===== src/rtl/threshold_stream_filter.sv =====
// Streaming binary threshold filter: LANES RGB pixels per beat in, thresholded
// pixels out two cycles later, plus a per-frame count of passing pixels.
// Handshake: a beat moves on a side when valid & ready are both high at the
// rising clock edge; valid never waits for ready, and a held beat keeps its
// data stable until taken. Both pipeline stages advance together on
// adv = !s2_valid | out_ready, so in_ready is exactly adv.
module threshold_stream_filter #(
  parameter int PW        = 8,
  parameter int LANES     = 4,
  parameter int COLS      = 256,
  parameter int ROWS      = 256,
  parameter int GRAY_LUMA = 0,
  parameter int CW        = $clog2(ROWS*COLS+1)
) (
  input  logic                  CLK,
  input  logic                  RST,
  input  logic                  in_valid,
  output logic                  in_ready,
  input  logic [LANES*3*PW-1:0] in_data,
  input  logic                  in_sof,
  input  logic [1:0]            mode,
  input  logic [PW-1:0]         th_lo,
  input  logic [PW-1:0]         th_hi,
  output logic                  out_valid,
  input  logic                  out_ready,
  output logic [LANES*3*PW-1:0] out_data,
  output logic                  out_sof,
  output logic                  out_eol,
  output logic                  out_eof,
  output logic [CW-1:0]         white_count,
  output logic                  frame_done,
  output logic                  sof_err,
  output logic                  fsm_state
);

  localparam int DW  = LANES*3*PW;
  localparam int NB  = COLS/LANES;
  localparam int CBW = (NB > 1) ? $clog2(NB) : 1;
  localparam int RBW = (ROWS > 1) ? $clog2(ROWS) : 1;
  localparam int PCW = $clog2(LANES+1);
  localparam logic [CBW-1:0]  LAST_COL = CBW'(NB-1);
  localparam logic [RBW-1:0]  LAST_ROW = RBW'(ROWS-1);
  localparam logic [3*PW-1:0] ONES     = {(3*PW){1'b1}};

  typedef enum logic {IDLE = 1'b0, ACTIVE = 1'b1} state_t;

  state_t            state;
  logic [CBW-1:0]    col;
  logic [RBW-1:0]    row;
  logic [1:0]        mode_sh;
  logic [PW-1:0]     lo_sh, hi_sh;

  logic              adv, accept, fwd;
  logic [CBW-1:0]    cur_col;
  logic [RBW-1:0]    cur_row;
  logic              beat_eol, beat_eof;
  logic [1:0]        eff_mode;
  logic [PW-1:0]     eff_lo, eff_hi;
  logic [LANES*PW-1:0] gray_in;

  logic              s1_valid, s1_sof, s1_eol, s1_eof;
  logic [DW-1:0]     s1_pix;
  logic [LANES*PW-1:0] s1_gray;
  logic [1:0]        s1_mode;
  logic [PW-1:0]     s1_lo, s1_hi;

  logic [LANES-1:0]  pass_vec;
  logic [DW-1:0]     thr_data;
  logic [PCW-1:0]    pass_cnt;

  logic              s2_valid, s2_sof, s2_eol, s2_eof;
  logic [DW-1:0]     s2_data;
  logic [PCW-1:0]    s2_pass;
  logic [CW-1:0]     running, count_base, count_total;

  assign adv      = !s2_valid | out_ready;
  assign in_ready = adv;
  assign accept   = in_valid & adv;
  // A start-of-frame beat is always taken; otherwise only mid-frame beats are.
  assign fwd      = accept & (in_sof | (state == ACTIVE));

  // Frame position of the beat on the input; sof restarts at the origin.
  assign cur_col  = in_sof ? '0 : col;
  assign cur_row  = in_sof ? '0 : row;
  assign beat_eol = (cur_col == LAST_COL);
  assign beat_eof = beat_eol & (cur_row == LAST_ROW);

  // The sof beat uses the port settings it arrives with; later beats use the shadow.
  assign eff_mode = in_sof ? mode  : mode_sh;
  assign eff_lo   = in_sof ? th_lo : lo_sh;
  assign eff_hi   = in_sof ? th_hi : hi_sh;

  assign fsm_state = (state == ACTIVE);

  for (genvar k = 0; k < LANES; k++) begin : g_lane
    logic [PW-1:0]   r, g, b, gray;
    logic [PW+1:0]   sum;
    logic [PW+7:0]   luma;
    logic            p;
    assign r    = in_data[k*3*PW        +: PW];
    assign g    = in_data[k*3*PW + PW   +: PW];
    assign b    = in_data[k*3*PW + 2*PW +: PW];
    assign sum  = {2'b00, r} + {2'b00, g} + {2'b00, b};
    assign luma = (PW+8)'(r) * (PW+8)'(77) + (PW+8)'(g) * (PW+8)'(150)
                + (PW+8)'(b) * (PW+8)'(29);
    assign gray_in[k*PW +: PW] = (GRAY_LUMA != 0) ? PW'(luma >> 8) : PW'(sum / (PW+2)'(3));

    // Stage 2 decision on the registered gray value.
    assign gray = s1_gray[k*PW +: PW];
    assign p    = (s1_mode == 2'b11) ? ((gray > s1_lo) && (gray <= s1_hi)) : (gray > s1_lo);
    assign pass_vec[k] = p;
    assign thr_data[k*3*PW +: 3*PW] =
        (s1_mode == 2'b10) ? (p ? s1_pix[k*3*PW +: 3*PW] : '0) :
        (s1_mode == 2'b01) ? (p ? '0 : ONES) :
                             (p ? ONES : '0);
  end

  // Number of passing lanes in the beat leaving stage 1.
  always_comb begin
    pass_cnt = '0;
    for (int i = 0; i < LANES; i++) pass_cnt = pass_cnt + PCW'(pass_vec[i]);
  end

  // Frame FSM, position counters, shadow thresholds and sticky restart error.
  always_ff @(posedge CLK or negedge RST) begin
    if (!RST) begin
      state   <= IDLE;
      col     <= '0;
      row     <= '0;
      mode_sh <= '0;
      lo_sh   <= '0;
      hi_sh   <= '0;
      sof_err <= 1'b0;
    end else if (accept) begin
      if (in_sof) begin
        mode_sh <= mode;
        lo_sh   <= th_lo;
        hi_sh   <= th_hi;
        if (state == ACTIVE) sof_err <= 1'b1;
      end
      if (fwd) begin
        if (beat_eof) begin
          state <= IDLE;
          col   <= '0;
          row   <= '0;
        end else begin
          state <= ACTIVE;
          if (beat_eol) begin
            col <= '0;
            row <= cur_row + RBW'(1);
          end else begin
            col <= cur_col + CBW'(1);
            row <= cur_row;
          end
        end
      end
    end
  end

  // Stage 1: gray values, original pixels, per-beat thresholds and position flags.
  always_ff @(posedge CLK or negedge RST) begin
    if (!RST) begin
      s1_valid <= 1'b0;
      s1_pix   <= '0;
      s1_gray  <= '0;
      s1_mode  <= '0;
      s1_lo    <= '0;
      s1_hi    <= '0;
      s1_sof   <= 1'b0;
      s1_eol   <= 1'b0;
      s1_eof   <= 1'b0;
    end else if (adv) begin
      s1_valid <= fwd;
      s1_pix   <= in_data;
      s1_gray  <= gray_in;
      s1_mode  <= eff_mode;
      s1_lo    <= eff_lo;
      s1_hi    <= eff_hi;
      s1_sof   <= fwd & in_sof;
      s1_eol   <= fwd & beat_eol;
      s1_eof   <= fwd & beat_eof;
    end
  end

  // Stage 2: thresholded pixels, pass count and flags presented to the sink.
  always_ff @(posedge CLK or negedge RST) begin
    if (!RST) begin
      s2_valid <= 1'b0;
      s2_data  <= '0;
      s2_pass  <= '0;
      s2_sof   <= 1'b0;
      s2_eol   <= 1'b0;
      s2_eof   <= 1'b0;
    end else if (adv) begin
      s2_valid <= s1_valid;
      s2_data  <= thr_data;
      s2_pass  <= pass_cnt;
      s2_sof   <= s1_valid & s1_sof;
      s2_eol   <= s1_valid & s1_eol;
      s2_eof   <= s1_valid & s1_eof;
    end
  end

  // A frame's count restarts with its sof beat, so an aborted frame's partial sum is dropped.
  assign count_base  = s2_sof ? '0 : running;
  assign count_total = count_base + CW'(s2_pass);

  // Running white count, committed to white_count on the eof handshake.
  always_ff @(posedge CLK or negedge RST) begin
    if (!RST) begin
      running     <= '0;
      white_count <= '0;
    end else if (s2_valid && out_ready) begin
      if (s2_eof) begin
        white_count <= count_total;
        running     <= '0;
      end else begin
        running <= count_total;
      end
    end
  end

  assign out_valid  = s2_valid;
  assign out_data   = s2_data;
  assign out_sof    = s2_sof;
  assign out_eol    = s2_eol;
  assign out_eof    = s2_eof;
  assign frame_done = s2_valid & out_ready & s2_eof;

endmodule


===== config.mk =====
export PLATFORM = sky130hd
export DESIGN_NAME = threshold_stream_filter
export DESIGN_NICKNAME = d
export VERILOG_FILES = /design/src/rtl/threshold_stream_filter.sv
export SDC_FILE = /design/constraint.sdc
export NUM_CORES = 1
export LEC_CHECK = 0
export ABC_AREA = 0
export CORE_AREA = 2 2 199 201
export DETAILED_ROUTE_END_ITERATION = 7
export DIE_AREA = 0 0 201 203
export PLACE_DENSITY = 0.8
export SLEW_MARGIN = 20
export SYNTH_ARGS = -nofsm -noshare
export SYNTH_HDL_FRONTEND = slang
export SYNTH_SLANG_ARGS = --single-unit

===== constraint.sdc =====
create_clock -name CLK -period 3.3 [get_ports CLK]
set_input_delay 0.66 -clock CLK [delete_from_list [all_inputs] [get_ports CLK]]
set_output_delay 0.66 -clock CLK [all_outputs]
set_load 0.01 [all_outputs]

==> results of run 1 <==
power by group:
part | switching [W] | internal, W | total [W]
Clock | 0.00167 | 0.00279 | 0.00446
Combinational | 0.00732 | 0.00717 | 0.0145
Sequential | 0.000885 | 0.00514 | 0.00603
Total | 0.00987 | 0.0151 | 0.0250
through the flow:
step | cell area, µm² | setup slack [ns] | instances
4_1_cts | 27800 | -1.35 | 3378
2_1_floorplan | 20400 | -1.94 | 2325
3_3_place_gp | 25200 | -2.54 | 3258
6_report | 28400 | -1.41 | 3400
3_5_place_dp | 25200 | -2.71 | 3258
5_1_grt | 28400 | -1.67 | 3400
final cells by class:
type | count | area (µm²)
tap | 518 | 648
multi-input combinational | 1772 | 12600
timing repair buffer | 622 | 5380
clock buffer | 50 | 1050
sequential | 321 | 8030
clock inverter | 16 | 272
antenna | 1 | 2.50
fill | 2686 | 10000
inverter | 100 | 424
kinds of logic (layout without fill, tap and decap cells):
logic type / count (synthesis) / in the layout / share of synthesized area (%)
AND/OR/NAND/NOR: 930 / 930 / 20.6
AO/OA/AOI/OAI: 589 / 589 / 18.8
flip-flops: 321 / 321 / 40.4
buffers and inverters: 232 / 788 / 4.55
adder cells (fa/ha/maj): 142 / 142 / 10.4
XOR/XNOR: 59 / 59 / 2.64
multiplexers: 52 / 52 / 2.77
other: 0 / 1 / 0
cell usage in the layout (no fill, tap or decap), types with 52 or more instances in the layout:
| cell | n |
|---|---|
| buf_4 | 332 |
| ha_1 | 73 |
| dfrtp_1 | 321 |
| a21oi_1 | 158 |
| nand2_1 | 465 |
| clkdlybuf4s50_1 | 150 |
| o21ai_0 | 144 |
| nor2_1 | 175 |
| buf_6 | 52 |
| nand3_1 | 59 |
| inv_1 | 52 |
tightest hold or removal path, cell delays in order:
cell	delay [ns]
buf_6	0.08
nand2_1	0.05
nand2_1	0.07
routing by layer:
metal	track usage, %	wire length [µm]	up-vias
met2	50.5	31400	622
li1	-	-	9142
met1	35.8	24900	9540
met5	0	0	-
met4	11.5	2140	0
met3	4.27	2950	177
flip-flops by register name, summed over array words and instances, names as in the netlist, 3 cells and up:
| signal | flops |
|---|---|
| out_data | 96 |
| s1_pix | 96 |
| s1_gray | 32 |
| running | 17 |
| white_count | 17 |
| hi_sh | 8 |
| lo_sh | 8 |
| row | 8 |
| s1_hi | 8 |
| s1_lo | 8 |
| col | 6 |
| s2_pass | 3 |
worst max-delay path by stage:
stage	from	end	slack (ns)	cells after the start
after CTS	in_data[81]	s1_gray[24]$_DFFE_PN0N_	-1.35	23
final	in_data[81]	s1_gray[24]$_DFFE_PN0N_	-1.41	25
after floorplan	in_data[89]	s1_gray[24]$_DFFE_PN0N_	-1.94	24
after detailed placement	in_data[89]	s1_gray[24]$_DFFE_PN0N_	-2.71	26
after global placement	in_data[89]	s1_gray[24]$_DFFE_PN0N_	-2.54	26
after global routing	in_data[81]	s1_gray[24]$_DFFE_PN0N_	-1.67	26
repair_timing:
action                                 4_1_cts  5_1_grt
setup endpoints to repair                   31       24
hold buffers                                 1        0
buffers inserted                            60       28
resized for setup                          398      120
pin swaps                                  160      102
endpoints found under the hold margin        1        0
==> results.sh, run 1 <==
export IMPL_dp_hpwl_um=40500
export IMPL_antenna_found_initial=1
export IMPL_rr_startpoint="s1_hi[5]$_DFFE_PN0N_"
export IMPL_drc=0
export IMPL_setup_slack_ns=-1.41
export IMPL_hold_viol_final=0
export IMPL_ir_drop_mv=0.399
export IMPL_end_kind="flip-flop"
export IMPL_clk_pin_slew_ns=0.06
export IMPL_hold_class="input port to flip-flop"
export IMPL_outcome="finished with violations"
export IMPL_clkLatencyLatePin_ns=0.55
export IMPL_cp_num_buf_inv=6
export IMPL_maxCapViolations=0
export IMPL_ios=240
export IMPL_yosysTopAreaCell="dfrtp_1"
export IMPL_fin_util_pct=73.9
export IMPL_grt_max_degree=169
export IMPL_overflow=0
export IMPL_cts_buffers=36
export IMPL_drv_slew=0
export IMPL_p_total_w=0.0250
export IMPL_antenna_left=0
export IMPL_dieArea_um2=40800
export IMPL_holdWs_ns=0.343
export IMPL_dieHeight_um=203
export IMPL_grt_pass1_wl_um=97300
export IMPL_core_area_um2=38500
export IMPL_violations="setup timing"
export IMPL_synth_top_cells_by_count="475 x nand2_1, 321 x dfrtp_1, 199 x nor2_1"
export IMPL_clock_skew_ns=0.0165
export IMPL_netlist_area_um2=19900
export IMPL_initial_core_util_pct=51.7
export IMPL_holdCritStartpoint="in_data[90]"
export IMPL_dr_pass1_iters=5
export IMPL_arrival_ns=5.14
export IMPL_async_flop_share_pct=100
export IMPL_finalSetupViolCount=20
export IMPL_routed_wirelength_um=61400
export IMPL_yosysMostFrequentCell="nand2_1"
export IMPL_rows=72
export IMPL_r2r_slack_ns=0.21
export IMPL_power_density_nw_per_um2=879
export IMPL_max_slew_worst_pin_slew_ns=0.755
export IMPL_cpPeakStageDelay_ns=0.47
export IMPL_die_x_um=201
export IMPL_synth_cell_types=95
export IMPL_critPathTopFamily="compound AO/OA/AOI/OAI gates"
export IMPL_cts_root_buf="clkbuf_16"
export IMPL_slew_headroom_pct=49.7
export IMPL_worstReg2RegEnd="s2_pass[1]$_DFFE_PN0N_"
export IMPL_synth_seq_area_share_pct=40.4
export IMPL_critPathLaunchType="input port"
export IMPL_vias_per_cell=5.73
export IMPL_critPathRequiredTime_ns=3.73
export IMPL_rsz0062_at_grt="yes"
export IMPL_via_count=19500
export IMPL_ys_ff_latch=321
export IMPL_ys_flop_type="dfrtp_1"
export IMPL_synth_top_cell_area_share_pct=40.4
export IMPL_setup_tns_ns=-12.43
export IMPL_period_needed_ns=4.71
export IMPL_synth_area_top_cells="dfrtp_1 40%, nand2_1 9.0%, ha_1 6.5%"
export IMPL_syn_num_nets=2585
export IMPL_cts_tree="built"
export IMPL_areaGrowthSynthToFinish_pct=42.9
export IMPL_avgRoutedWirePerCell_um=18.1
export IMPL_syn_inst=2325
export IMPL_drive_above_1_share_pct=27.5
export IMPL_critPathSlowestCell="fa_1"
export IMPL_fmax_ghz=0.212
export IMPL_portBuffers=239
export IMPL_grtUsageTotal_pct=28.8
export IMPL_grt_pass1_vias=19800
export IMPL_synth_edf_count=0
export IMPL_min_period_over_period_pct=143
export IMPL_hold_path_end="s1_pix[90]$_DFFE_PN0N_"
export IMPL_holdPathStages=3
export IMPL_nets=3113
export IMPL_cts_sinks=321
export IMPL_cp_max_fo=5
export IMPL_power_leakage_nw=12.7
export IMPL_gp_congestion=0.880
export IMPL_critPathKind="input port to flip-flop"
export IMPL_clk_path_buf_depth=3
export IMPL_synth_avg_cell_area_um2=8.56
export IMPL_htreeDepth=2
export IMPL_synth_warning_count=0
export IMPL_r2r_cells=13
export IMPL_initialDrtViolationCount=1155
Note: power is estimated with default switching activity, not from simulation.
==> run 2, diff against run 1 <==
Settings changed: REMOVE_ABC_BUFFERS from default to 1.
==> run 2 against run 1 <==
Compared with the run above: the flow still finishes with violations (setup timing); final area increased by 3.5%; sequential cell count unchanged; worst hold slack worse by 0.29 ns; register-to-register slack worse by 0.04 ns; final cell count increased by 3.9%; combinational power barely moved; total power rose by 0.65%; routed wire length is 9.9% higher; first-iteration DRC count grew 43%; clock power hardly changed; critical path type unchanged; critical endpoint unchanged; largest cell class unchanged; highest routed layer unchanged.
==> results.sh, run 2 (synthesis results as in run 1) <==
export IMPL_drv_slew=0
export IMPL_core_area_um2=38500
export IMPL_antenna_left=0
export IMPL_clk_pin_slew_ns=0.06
export IMPL_grt_max_degree=153
export IMPL_dieArea_um2=40800
export IMPL_clock_skew_ns=0.0267
export IMPL_antenna_found_initial=2
export IMPL_portBuffers=239
export IMPL_final_cell_area_um2=29400
export IMPL_period_needed_ns=5.04
export IMPL_hold_class="input port to asynchronous set/reset pin"
export IMPL_dp_hpwl_um=39900
export IMPL_initial_core_util_pct=51.7
export IMPL_violations="setup timing"
export IMPL_critPathSlowestCell="fa_1"
export IMPL_fin_util_pct=76.5
export IMPL_cts_sinks=321
export IMPL_power_density_nw_per_um2=854
export IMPL_rsz0062_at_grt="yes"
export IMPL_final_cell_mix="463 x nand2_1, 446 x buf_4, 321 x dfrtp_1"
export IMPL_initialDrtViolationCount=1651
export IMPL_critPathKind="input port to flip-flop"
export IMPL_dieHeight_um=203
export IMPL_via_count=20700
export IMPL_fmax_ghz=0.199
export IMPL_avgRoutedWirePerCell_um=19.1
export IMPL_grtUsageTotal_pct=32.4
export IMPL_critPathRequiredTime_ns=3.73
export IMPL_clkLatencyLatePin_ns=0.57
export IMPL_cts_tree="built"
export IMPL_setup_tns_ns=-13.48
export IMPL_setup_slack_ns=-1.74
export IMPL_drive_above_1_share_pct=30.7
export IMPL_grt_pass1_vias=21200
export IMPL_nets=3243
export IMPL_cp_max_fo=5
export IMPL_postCtsHoldBufs=0
export IMPL_vias_per_cell=5.87
export IMPL_finalSetupViolCount=20
export IMPL_routed_wirelength_um=67500
export IMPL_dr_pass1_iters=6
export IMPL_grt_pass1_wl_um=108000
export IMPL_end_kind="flip-flop"
export IMPL_clk_path_buf_depth=3
export IMPL_cpPeakStageDelay_ns=0.50
export IMPL_overflow=0
export IMPL_holdWs_ns=0.0485
export IMPL_outcome="finished with violations"
export IMPL_slew_headroom_pct=46.3
export IMPL_gp_congestion=0.888
export IMPL_areaGrowthSynthToFinish_pct=47.9
export IMPL_htreeDepth=2
export IMPL_nFillCells=2519
export IMPL_path_cells="buf_8 -> inv_4 -> fa_1 -> inv_2 -> ha_4 -> inv_4 -> fa_2 -> nor2b_2 -> o2111ai_2 -> a31oi_2 -> nor2_1 -> buf_4 -> xnor2_1 -> a211o_1 -> nand3_2 -> a2bb2oi_4 -> nor2_2 -> a211o_1 -> a21boi_2 -> ha_2 -> buf_6 -> a2111oi_4 -> mux2_4 -> o32a_1"
export IMPL_place_area_um2=24900
export IMPL_cts_buffers=37
export IMPL_hold_viol_final=0
export IMPL_cts_root_buf="clkbuf_16"
export IMPL_min_period_over_period_pct=153
export IMPL_p_total_w=0.0251
export IMPL_drc=0
export IMPL_layout_commonest_cell="nand2_1"
export IMPL_maxCapViolations=0
export IMPL_ios=240
export IMPL_critPathLaunchType="input port"
export IMPL_max_slew_worst_pin_slew_ns=0.806
export IMPL_power_leakage_nw=13.3
export IMPL_ir_drop_mv=0.589
export IMPL_rows=72
export IMPL_arrival_ns=5.47
export IMPL_r2r_cells=13
export IMPL_die_x_um=201
==> run 2: critical path, delay by kind of cell <==
kind | cells | cell delay (ns)
xor+xnor | 1 | 0.33
mux | 1 | 0.34
simple gates | 4 | 0.38
buf+inv | 6 | 0.55
fa+ha+maj | 4 | 1.25
compound gates | 8 | 1.96
==> run 2: per-layer routing <==
metal | routed length (µm) | vias to the layer above | track usage [%]
li1 | - | 9406 | -
met1 | 26400 | 10100 | 40.2
met2 | 33600 | 935 | 55.1
met3 | 4260 | 271 | 6.21
met4 | 3240 | 0 | 14.5
met5 | 0 | - | 0
==> run 2: cell type report <==
cell class	count	area [µm²]	share of cell area, %
multi-input combinational	1772	12600	42.8
clock buffer	47	1040	3.52
tap	518	648	2.20
inverter	100	400	1.36
clock inverter	20	255	0.868
timing repair buffer	751	6440	21.9
antenna	2	5.00	0.0170
sequential	321	8030	27.3
==> run 2: worst paths after layout <==
kind | startpoint | end | slack (ns)
max in group asynchronous | RST | out_data[93]$_DFFE_PN0N_ | 2.41
max | in_data[73] | s1_gray[24]$_DFFE_PN0N_ | -1.74
min | RST | running[16]$_DFFE_PN0P_ | 0.05
min in group CLK | in_data[29] | s1_pix[29]$_DFFE_PN0N_ | 0.33
max reg2reg | s1_hi[5]$_DFFE_PN0N_ | s2_pass[1]$_DFFE_PN0N_ | 0.17
min reg2reg | s1_pix[85]$_DFFE_PN0N_ | s1_pix[85]$_DFFE_PN0N_ | 0.47
==> run 2: what timing repair did <==
action,in CTS,in global routing
pin swaps,146,120
hold endpoints to repair,0,0
setup buffers,222,37
gates cloned,0,1
gates resized for setup,456,176
endpoints found under the setup margin,28,28
==> run 2: report_power, final <==
| part | leakage, nW | internal (W) | switching [W] |
|---|---|---|---|
| clock network | 0.629 | 0.00264 | 0.00180 |
| logic | 8.81 | 0.00725 | 0.00743 |
| registers | 3.91 | 0.00514 | 0.000877 |
==> run 2: through the flow <==
stage	instances	setup slack [ns]
CTS	3543	-1.59
floorplan	2193	-11.51
global route	3531	-1.85
global placement	3262	-2.57
finish	3531	-1.74
detailed placement	3262	-2.76
==> run 3, diff against run 2 <==
Settings changed: CORE_AREA 2 2 199 201 to 2 2 197 199, CTS_BUF_LIST from default to sky130_fd_sc_hd__clkbuf_2, DIE_AREA 0 0 201 203 to 0 0 199 201, PLACE_DENSITY 0.8 to 0.81.
==> run 3 against run 2 <==
Compared with the run above: sequential power is essentially flat; critical path type unchanged; final area shrank 2.9%; setup slack gained 0.42 ns; highest routed layer unchanged; register-to-register slack lost 0.03 ns; the run still ends with setup timing left; critical path depth grew 1; combinational power shrank 4%; die area shrank 2.0%; clock skew grew 0.052 ns; sequential share of layout area grew 0.82 points; largest power group unchanged; final cell count grew 1.4%; clock power shrank 35%; non-clock buffer count shrank 26.
==> results.sh, run 3 (synthesis results as in run 1) <==
export IMPL_core_area_um2=38100
export IMPL_ir_drop_mv=0.513
export IMPL_combinationalPowerShare_pct=61.4
export IMPL_finalSetupViolCount=12
export IMPL_max_slew_worst_pin_slew_ns=0.716
export IMPL_setup_slack_ns=-1.31
export IMPL_switchingPower_w=0.00973
export IMPL_crit_top_cell="buf_6"
export IMPL_gp_congestion=0.896
export IMPL_grtUsageTotal_pct=31.1
export IMPL_min_period_over_period_pct=140
export IMPL_dieArea_um2=40000
export IMPL_areaGrowthSynthToFinish_pct=43.6
export IMPL_slew_headroom_pct=52.3
export IMPL_critPathSlowestCell="fa_1"
export IMPL_clkLatencyLatePin_ns=1.05
export IMPL_maxCapViolations=0
export IMPL_nets=3264
export IMPL_drc=0
export IMPL_antenna_left=0
export IMPL_via_count=20600
export IMPL_htreeDepth=3
export IMPL_drive_above_1_share_pct=29.1
export IMPL_worst_path_stages=25
export IMPL_clk_path_buf_depth=3
export IMPL_power_leakage_nw=13.0
export IMPL_grt_pass1_wl_um=102000
export IMPL_cp_num_buf_inv=6
export IMPL_power_density_nw_per_um2=806
export IMPL_final_cells=3579
export IMPL_end_kind="flip-flop"
export IMPL_rsz0062_at_grt="yes"
export IMPL_cpPeakStageDelay_ns=0.50
export IMPL_final_cell_mix="469 x nand2_1, 367 x buf_4, 321 x dfrtp_1"
export IMPL_vias_per_cell=5.75
export IMPL_dp_cells=3259
export IMPL_period_needed_ns=4.61
export IMPL_grt_pass1_vias=20800
export IMPL_initialDrtViolationCount=1490
export IMPL_hold_viol_final=0
export IMPL_sw_frac_of_total_pct=42.2
export IMPL_holdPathStages=4
export IMPL_cts_sinks=321
export IMPL_layout_commonest_cell="nand2_1"
export IMPL_critPathKind="input port to flip-flop"
export IMPL_overflow=0
export IMPL_initial_core_util_pct=52.2
export IMPL_r2r_cells=14
export IMPL_ios=240
export IMPL_critPathTopFamily="compound AO/OA/AOI/OAI gates"
export IMPL_power_frac_seq_pct=26.0
export IMPL_arrival_ns=5.50
export IMPL_dieHeight_um=201
export IMPL_violations="setup timing"
export IMPL_holdWs_ns=0.00456
export IMPL_clock_skew_ns=0.0792
export IMPL_routed_wirelength_um=63600
export IMPL_pwr_share_clk_pct=12.6
export IMPL_portBuffers=239
export IMPL_cts_tree="built"
export IMPL_cts_buffers=84
export IMPL_drv_slew=0
export IMPL_cts_root_buf="clkbuf_2"
export IMPL_fin_util_pct=74.9
export IMPL_dp_hpwl_um=39400
export IMPL_antenna_found_initial=2
export IMPL_fmax_ghz=0.217
export IMPL_grt_max_degree=143
export IMPL_outcome="finished with violations"
export IMPL_critPathRequiredTime_ns=4.19
export IMPL_cp_max_fo=5
export IMPL_rows=72
export IMPL_avgRoutedWirePerCell_um=17.8
export IMPL_die_x_um=199
export IMPL_nFillCells=2565
export IMPL_p_int_w=0.0133
export IMPL_dr_pass1_iters=8
export IMPL_clk_pin_slew_ns=0.10
export IMPL_p_total_w=0.0230
export IMPL_critPathLaunchType="input port"
export IMPL_hold_class="input port to flip-flop"
==> run 3: power by group through the flow <==
| stage | Sequential, W | Combinational (W) | Clock, W |
|---|---|---|---|
| finish | 0.00599 | 0.0141 | 0.00290 |
| global route | 0.00610 | 0.0153 | 0.00318 |
| CTS | 0.00594 | 0.0129 | 0.00295 |
| detailed placement | 0.00602 | 0.0115 | 0 |
| global placement | 0.00596 | 0.0111 | 0 |
| floorplan | 0.00610 | 0.00628 | 0 |
==> run 3: worst reg2reg max path: stages (launching register included) <==
cell and delay (ns):
dfrtp_1 0.42, inv_1 0.20, ha_1 0.28, nor2b_1 0.13
o21ai_0 0.16, nand2b_1 0.08, a21oi_1 0.16, o21ai_0 0.10
o2111ai_1 0.13, o311a_1 0.39, fa_1 0.48, ha_1 0.21
ha_1 0.26, nand2_1 0.06, nand2_1 0.05
==> run 3: what timing repair did <==
action | CTS | global route
setup endpoints to repair | 19 | 14
resized for setup | 472 | 135
setup buffers | 90 | 28
pin swaps | 148 | 109
hold buffers | 70 | 2
hold endpoints to repair | 162 | 2
==> run 3: cell type report <==
type | instances | area [µm²] | share of cell area [%]
timing repair buffer | 725 | 6280 | 22.0
inverter | 100 | 400 | 1.40
antenna | 2 | 5.00 | 0.0175
clock buffer | 119 | 596 | 2.09
multi-input combinational | 1772 | 12400 | 43.5
clock inverter | 22 | 168 | 0.587
sequential | 321 | 8030 | 28.1
tap | 518 | 648 | 2.27
==> run 3: final timing paths <==
path,from,endpoint,slack (ns)
max,in_data[89],s1_gray[24]$_DFFE_PN0N_,-1.31
min,in_data[5],s1_pix[5]$_DFFE_PN0N_,0.005
max reg2reg,s1_hi[1]$_DFFE_PN0N_,s2_pass[1]$_DFFE_PN0N_,0.14
min reg2reg,out_eol$_DFFE_PN0N_,out_eol$_DFFE_PN0N_,0.47
max in group asynchronous,RST,out_data[35]$_DFFE_PN0N_,2.27
min in group asynchronous,RST,running[16]$_DFFE_PN0P_,0.18
==> run 3: metal layers <==
metal  routed length (µm)  global-route usage, %
met5                    0                      0
met4                 2560                   15.4
met3                 3890                   5.53
met2                31600                   52.5
met1                25600                   38.3
==> run 3: metrics by stage <==
step	TNS, ns	instance area [µm²]	setup WS, ns
finish	-5.00	28600	-1.31
global route	-6.02	28600	-1.48
CTS	-3.19	28000	-0.912
floorplan	-2668.50	19400	-11.51
detailed placement	-42.04	24800	-2.84
global placement	-39.78	24800	-2.56
